### src/rtl/multi_wave_gen_pkg.sv
// Shared definitions for the multi-waveform generator: mode encoding, LFSR seed/taps
// and the LFSR step function.
package multi_wave_gen_pkg;

  typedef enum logic [1:0] {
    WAVE_SAW   = 2'd0,
    WAVE_TRI   = 2'd1,
    WAVE_SQR   = 2'd2,
    WAVE_NOISE = 2'd3
  } wave_mode_e;

  localparam int                LFSR_W    = 16;
  localparam logic [LFSR_W-1:0] LFSR_SEED = 16'hACE1;
  // Right-shifting Galois form of x^16 + x^14 + x^13 + x^11 + 1.
  localparam logic [LFSR_W-1:0] LFSR_TAPS = 16'hB400;

  function automatic logic [LFSR_W-1:0] lfsr_next(input logic [LFSR_W-1:0] cur);
    return (cur >> 1) ^ (cur[0] ? LFSR_TAPS : '0);
  endfunction

endpackage

### src/rtl/multi_wave_gen_if.sv
// Control and sample bus of the multi-waveform generator. The master drives
// the controls; the slave (the generator) returns the sample and wrap pulse.
interface multi_wave_gen_if #(
  parameter int PHASE_W = 16,
  parameter int OUT_W   = 8
);
  logic               enable;
  logic               sync;
  logic [PHASE_W-1:0] freq_inc;
  logic [1:0]         mode;
  logic [OUT_W-1:0]   pulse_width;
  logic [OUT_W-1:0]   out;
  logic               wrap;

  modport master (
    output enable, sync, freq_inc, mode, pulse_width,
    input  out, wrap
  );

  modport slave (
    input  enable, sync, freq_inc, mode, pulse_width,
    output out, wrap
  );
endinterface

### src/rtl/multi_wave_gen_lfsr.sv
// 16-bit Galois LFSR noise source for the waveform generator; advances one
// step per step_i pulse. Only instantiated under MULTI_WAVE_GEN_NOISE_EN.
module wave_lfsr
  import multi_wave_gen_pkg::*;
(
  input  logic              clk,
  input  logic              rst_n,
  input  logic              step_i,
  output logic [LFSR_W-1:0] state_o
);

  logic [LFSR_W-1:0] state_q, state_d;

  always_comb begin
    state_d = state_q;
    if (step_i) state_d = lfsr_next(state_q);
  end

  always_ff @(posedge clk or negedge rst_n) begin
    if (!rst_n) state_q <= LFSR_SEED;
    else        state_q <= state_d;
  end

  assign state_o = state_q;

endmodule

### src/rtl/multi_wave_gen.sv
// Phase-accumulator waveform generator (saw / triangle / square / noise).
// Optional noise source enabled by defining MULTI_WAVE_GEN_NOISE_EN.
module multi_wave_gen
  import multi_wave_gen_pkg::*;
#(
  parameter int PHASE_W = 16,
  parameter int OUT_W   = 8
) (
  input logic              clk,
  input logic              rst_n,
  multi_wave_gen_if.slave  bus
);

  logic [PHASE_W-1:0] p_q, p_d;
  logic               wrap_q, wrap_d;
  wave_mode_e         mode_q, mode_d;
  logic [OUT_W-1:0]   out_q, out_d;

  logic [PHASE_W:0]   sum;
  logic               advance;
  logic               carry;
  logic [OUT_W:0]     t;
  logic [OUT_W-1:0]   s;
  logic [OUT_W-1:0]   noise_sample;

  assign advance = bus.enable & ~bus.sync;
  assign sum     = {1'b0, p_q} + {1'b0, bus.freq_inc};
  assign carry   = advance & sum[PHASE_W];

`ifdef MULTI_WAVE_GEN_NOISE_EN
  logic [LFSR_W-1:0] lfsr_state;

  wave_lfsr u_lfsr (
    .clk     (clk),
    .rst_n   (rst_n),
    .step_i  (carry),
    .state_o (lfsr_state)
  );

  assign noise_sample = lfsr_state[OUT_W-1:0];
`else
  assign noise_sample = '0;
`endif

  // Next-state: phase, wrap flag and the deferred mode select.
  always_comb begin
    // NOTE: every signal gets a default first so no path leaves it unassigned (no latch).
    p_d    = p_q;
    wrap_d = 1'b0;
    mode_d = mode_q;
    if (bus.sync) begin
      p_d = '0;
    end else if (bus.enable) begin
      p_d    = sum[PHASE_W-1:0];
      wrap_d = carry;
    end
    // Mode switches only at a period boundary or while the phase is frozen.
    if (bus.sync || carry || !bus.enable) mode_d = wave_mode_e'(bus.mode);
  end

  // Sample shaping from the current phase and active mode.
  always_comb begin
    t     = p_q[PHASE_W-1 -: OUT_W+1];
    s     = p_q[PHASE_W-1 -: OUT_W];
    out_d = '0;
    unique case (mode_q)
      WAVE_SAW:   out_d = s;
      WAVE_TRI:   out_d = t[OUT_W] ? ~t[OUT_W-1:0] : t[OUT_W-1:0];
      WAVE_SQR:   out_d = (s < bus.pulse_width) ? '1 : '0;
      WAVE_NOISE: out_d = noise_sample;
      default:    out_d = '0;
    endcase
  end

  always_ff @(posedge clk or negedge rst_n) begin
    if (!rst_n) begin
      p_q    <= '0;
      wrap_q <= 1'b0;
      mode_q <= WAVE_SAW;
      out_q  <= '0;
    end else begin
      // NOTE: non-blocking assignments so every register samples pre-edge values.
      p_q    <= p_d;
      wrap_q <= wrap_d;
      mode_q <= mode_d;
      out_q  <= out_d;
    end
  end

  assign bus.out  = out_q;
  assign bus.wrap = wrap_q;

endmodule

### src/flat_wrapper.sv
// flat-port wrapper written by rule: the top's interface ports become plain ports
module multi_wave_gen_flat import multi_wave_gen_pkg::*;
#(
  parameter int PHASE_W = 16,
  parameter int OUT_W   = 8
)
  (clk, rst_n, bus_enable, bus_sync, bus_freq_inc, bus_mode, bus_pulse_width, bus_out, bus_wrap);
  multi_wave_gen_if #(.PHASE_W(PHASE_W), .OUT_W(OUT_W)) bus_i ();
  input logic clk;
  input logic rst_n;
  input wire logic [$bits(bus_i.enable)-1:0] bus_enable;
  input wire logic [$bits(bus_i.sync)-1:0] bus_sync;
  input wire logic [$bits(bus_i.freq_inc)-1:0] bus_freq_inc;
  input wire logic [$bits(bus_i.mode)-1:0] bus_mode;
  input wire logic [$bits(bus_i.pulse_width)-1:0] bus_pulse_width;
  output wire logic [$bits(bus_i.out)-1:0] bus_out;
  output wire logic [$bits(bus_i.wrap)-1:0] bus_wrap;
  assign bus_i.enable = bus_enable;
  assign bus_i.sync = bus_sync;
  assign bus_i.freq_inc = bus_freq_inc;
  assign bus_i.mode = bus_mode;
  assign bus_i.pulse_width = bus_pulse_width;
  assign bus_out = bus_i.out;
  assign bus_wrap = bus_i.wrap;
  multi_wave_gen #(.PHASE_W(PHASE_W), .OUT_W(OUT_W)) u_core (.clk(clk), .rst_n(rst_n), .bus(bus_i));
endmodule
### config.mk
export PLATFORM = sky130hd
export DESIGN_NAME = multi_wave_gen_flat
export DESIGN_NICKNAME = d
export VERILOG_FILES = /design/src/rtl/multi_wave_gen_pkg.sv /design/src/rtl/multi_wave_gen_if.sv /design/src/rtl/multi_wave_gen_lfsr.sv /design/src/rtl/multi_wave_gen.sv /design/src/flat_wrapper.sv
export SDC_FILE = /design/constraint.sdc
export NUM_CORES = 1
export LEC_CHECK = 0
export CORE_ASPECT_RATIO = 1.25
export CORE_MARGIN = 4
export CORE_UTILIZATION = 49
export CTS_BUF_LIST = sky130_fd_sc_hd__clkbuf_2 sky130_fd_sc_hd__clkbuf_4 sky130_fd_sc_hd__clkbuf_8
export DETAILED_ROUTE_END_ITERATION = 8
export PLACE_DENSITY_LB_ADDON = 0.25
export SLEW_MARGIN = 30
export SYNTH_ARGS = -nofsm -noshare
export SYNTH_HDL_FRONTEND = slang
export SYNTH_SLANG_ARGS = --single-unit
### constraint.sdc
create_clock -name clk -period 2.4 [get_ports clk]
set_input_delay 0.48 -clock clk [delete_from_list [all_inputs] [get_ports clk]]
set_output_delay 0.48 -clock clk [all_outputs]
set_load 0.05 [all_outputs]
==> flow_summary.ini <==
[floorplan]
rows = 26
dieArea_um2 = 5570
initial_core_util = 0.517
core_um2 = 4200
die_w_um = 67.5
die-height_um = 82.4
ioPinCount = 39

[place]
portBuffers = 38
place_congestion = 0.927
dpl.hpwl_mm = 3.88
place_inst = 352

[synth]
synth_seq_cells = 27
seq_area_frac_synth = 0.311
ys_top_cells_by_count = dfrtp_1, ha_1, nand2_1, a21oi_1, nor2_1
synth_cells = 238
synth_nets = 292
synth_top_area_frac = 0.311
syn_area_um2 = 2170
ys.flop_type = dfrtp_1
yosysUniqueCellTypes = 47
synthArstFlopShare = 1.00
synth_top_area_cell = dfrtp_1
avgSynthCellArea_um2 = 9.12
yosys_warnings = 0
synth_edf_count = 0
synth.most_common_cell = dfrtp_1
yosys-top-cells-area = dfrtp_1, ha_1, xnor2_1

[cts]
clock_latency_ns = 0.28
clockBufferDepth = 2
clockRootBuffer = clkbuf_8
clk_pin_slew_worst_paths_ns = 0.10
htreeDepth = 1
clock-sinks = 27
cts_tree = built
cts_buffers = 3
ctsHoldBuffers = 0

[sta]
slew_headroom = 0.613
worstMarginPinSlew_ns = 0.576
fin_crit_ns = 2.32
final_max_slew_viol_count = 0
fmax_mhz = 430
rsz0062_at_grt = false
finalHoldViolCount = 0
finalClockSkew_ns = 0.00712
setup_violations = 0
min_period_over_period = 0.968

[pwr]
power.density_nw_per_um2 = 652
pwr-share-comb = 0.539
ir_worst_vdd_mv = 0.302
p_clk_frac = 0.144
finalPower_mw = 1.89
p_int_mw = 1.13
sw_frac_of_total = 0.399
switching_power_uw = 752
sequentialPowerShare = 0.317
cellLeakagePower_nw = 1.34

[setup_path]
r2r-end = u_core.mode_q[1]
worst_ep_required_time_ns = 2.57
cp.arrival_ns = 2.49
r2r_cells = 8
crit_type = input port to flip-flop
cp_max_fo = 4
r2r_slack_ns = 0.13
crit_end = u_core.mode_q[1]
crit_path_end_kind = flip-flop
r2r_start = u_core.p_q[0]
cp-startpoint = bus_freq_inc[10]
start_kind = input port

[drt]
vias = 1960
top_layer_used = met4
drtPass1Iterations = 6
wl_met2_mm = 2.67
wl_met1_mm = 1.99
wirelength_mm = 4.99
post_drt_wl_per_cell_um = 14.0
vias_per_cell = 5.49
drc_errors = 0
postRouteAntennaNets = 0
first_iter_violations = 74
met3_wirelength_um = 273

[status]
status = finished, final reports clean

[cells_and_area]
drive_gt1_frac = 0.179
final_nets = 356
regArea_um2 = 676
fin_cells = 357
synthToLayoutAreaGrowth_pct = 33.2
antenna_cells = 0
fillers = 351
multiInputGateArea_um2 = 1440

[global_route]
grt_pass1_vias = 1842
track_usage = 0.191
grt_max_degree = 28
grt_pass1_wl_mm = 8.19
antenna_found_initial = 0
gr-total-overflow = 0

[worst_hold_path]
hold_class = flip-flop to flip-flop

[run]
maxCapViolations = 0
-- how the worst min path moves through the flow --
stage                              from                end  slack [ns]  cells past startpoint
after global placement    u_core.p_q[5]      u_core.p_q[5]        0.47                      2
after floorplan                   rst_n  u_core.bus.out[0]        0.18                      0
after detailed placement  u_core.p_q[5]      u_core.p_q[5]        0.49                      2
final                     u_core.p_q[5]      u_core.p_q[5]        0.51                      2
after CTS                 u_core.p_q[5]      u_core.p_q[5]        0.52                      2
after global routing      u_core.p_q[6]      u_core.p_q[6]        0.55                      2
-- cell families (layout without fill, tap and decap cells) --
kind of cell               count (synthesis)  after routing  share of synthesized area
AOI/OAI and AO/OA                         81             81                      0.264
and+or+nand+nor                           60             60                      0.133
DFF                                       27             27                      0.311
adders and majority gates                 24             24                      0.142
buffers and inverters                     21             84                     0.0444
xor gates and xnor gates                  18             18                     0.0726
muxes                                      7              7                     0.0334
-- cell usage in the layout (no fill, tap or decap), types with 2 or more instances in the layout --
master,n
a21oi_2,5
nand2b_1,6
o21bai_1,2
nor3_1,3
nor4b_1,2
nand3_1,3
ha_1,22
o21ai_0,12
xnor2_1,12
dfrtp_1,27
clkdlybuf4s50_1,37
a31o_1,2
o21a_1,3
a21o_1,8
o22ai_1,2
clkbuf_8,3
inv_1,9
nand2_1,20
nand4_1,2
a21oi_1,15
buf_4,33
mux2_4,2
and3_1,2
a211oi_1,4
o21ai_1,6
nor2_1,17
o211ai_1,10
xor2_1,6
mux2i_1,5
-- area by class of cell --
class                      count  area share
clock buffer                   3      0.0143
tap                           56      0.0242
sequential                    27       0.234
inverter                       9      0.0117
clock inverter                 1     0.00173
timing repair buffer          71       0.217
multi-input combinational    190       0.498
-- routing by layer --
| layer | track usage | vias up |
|---|---|---|
| met5 | 0 | - |
| met4 | 0.0588 | 0 |
| met3 | 0.0122 | 6 |
| met2 | 0.359 | 51 |
| met1 | 0.228 | 913 |
| li1 | - | 990 |
-- state kept, by name, summed over array words and instances, names as in the netlist --
signal / flops
u_core.bus.out: 8
u_core.p_q: 16
u_core.bus.wrap: 1
u_core.mode_q: 2
-- power groups by stage --
stage                     Sequential [mW]  Combinational (mW)  Clock (mW)
after CTS                           0.598                1.02       0.280
after floorplan                     0.724               0.534           0
final                               0.599                1.02       0.271
after detailed placement            0.607               0.995           0
after global placement              0.604               0.984           0
after global routing                0.609                1.12       0.293
-- repair_timing --
item,4_1_cts,5_1_grt
pin swaps,7,1
setup endpoints to repair,2,1
buffers inserted,1,0
gates resized for setup,7,2
-- metrics by stage --
step / hold slack, ns / worst slack (ns) / instance area, um2 / TNS [ns] / util
6_report: 0.505 / 0.0757 / 2890 / 0 / 0.689
5_1_grt: 0.547 / 0.00246 / 2890 / 0 / 0.689
4_1_cts: 0.515 / 0.117 / 2880 / 0 / 0.687
3_5_place_dp: 0.491 / -0.419 / 2800 / -2.39 / 0.668
3_3_place_gp: 0.473 / -0.371 / 2800 / -1.97 / 0.668
2_1_floorplan: 0.184 / 0.0153 / 2170 / 0 / -
-- worst max-delay path, stage by stage --
cell and delay (ns):
clkdlybuf4s50_1 0.42, ha_1 0.37, o21a_1 0.18, o21ai_0 0.25, nor2_1 0.15, a211oi_4 0.31
mux2_4 0.32
No activity file was read; power rests on OpenSTA's default activity.
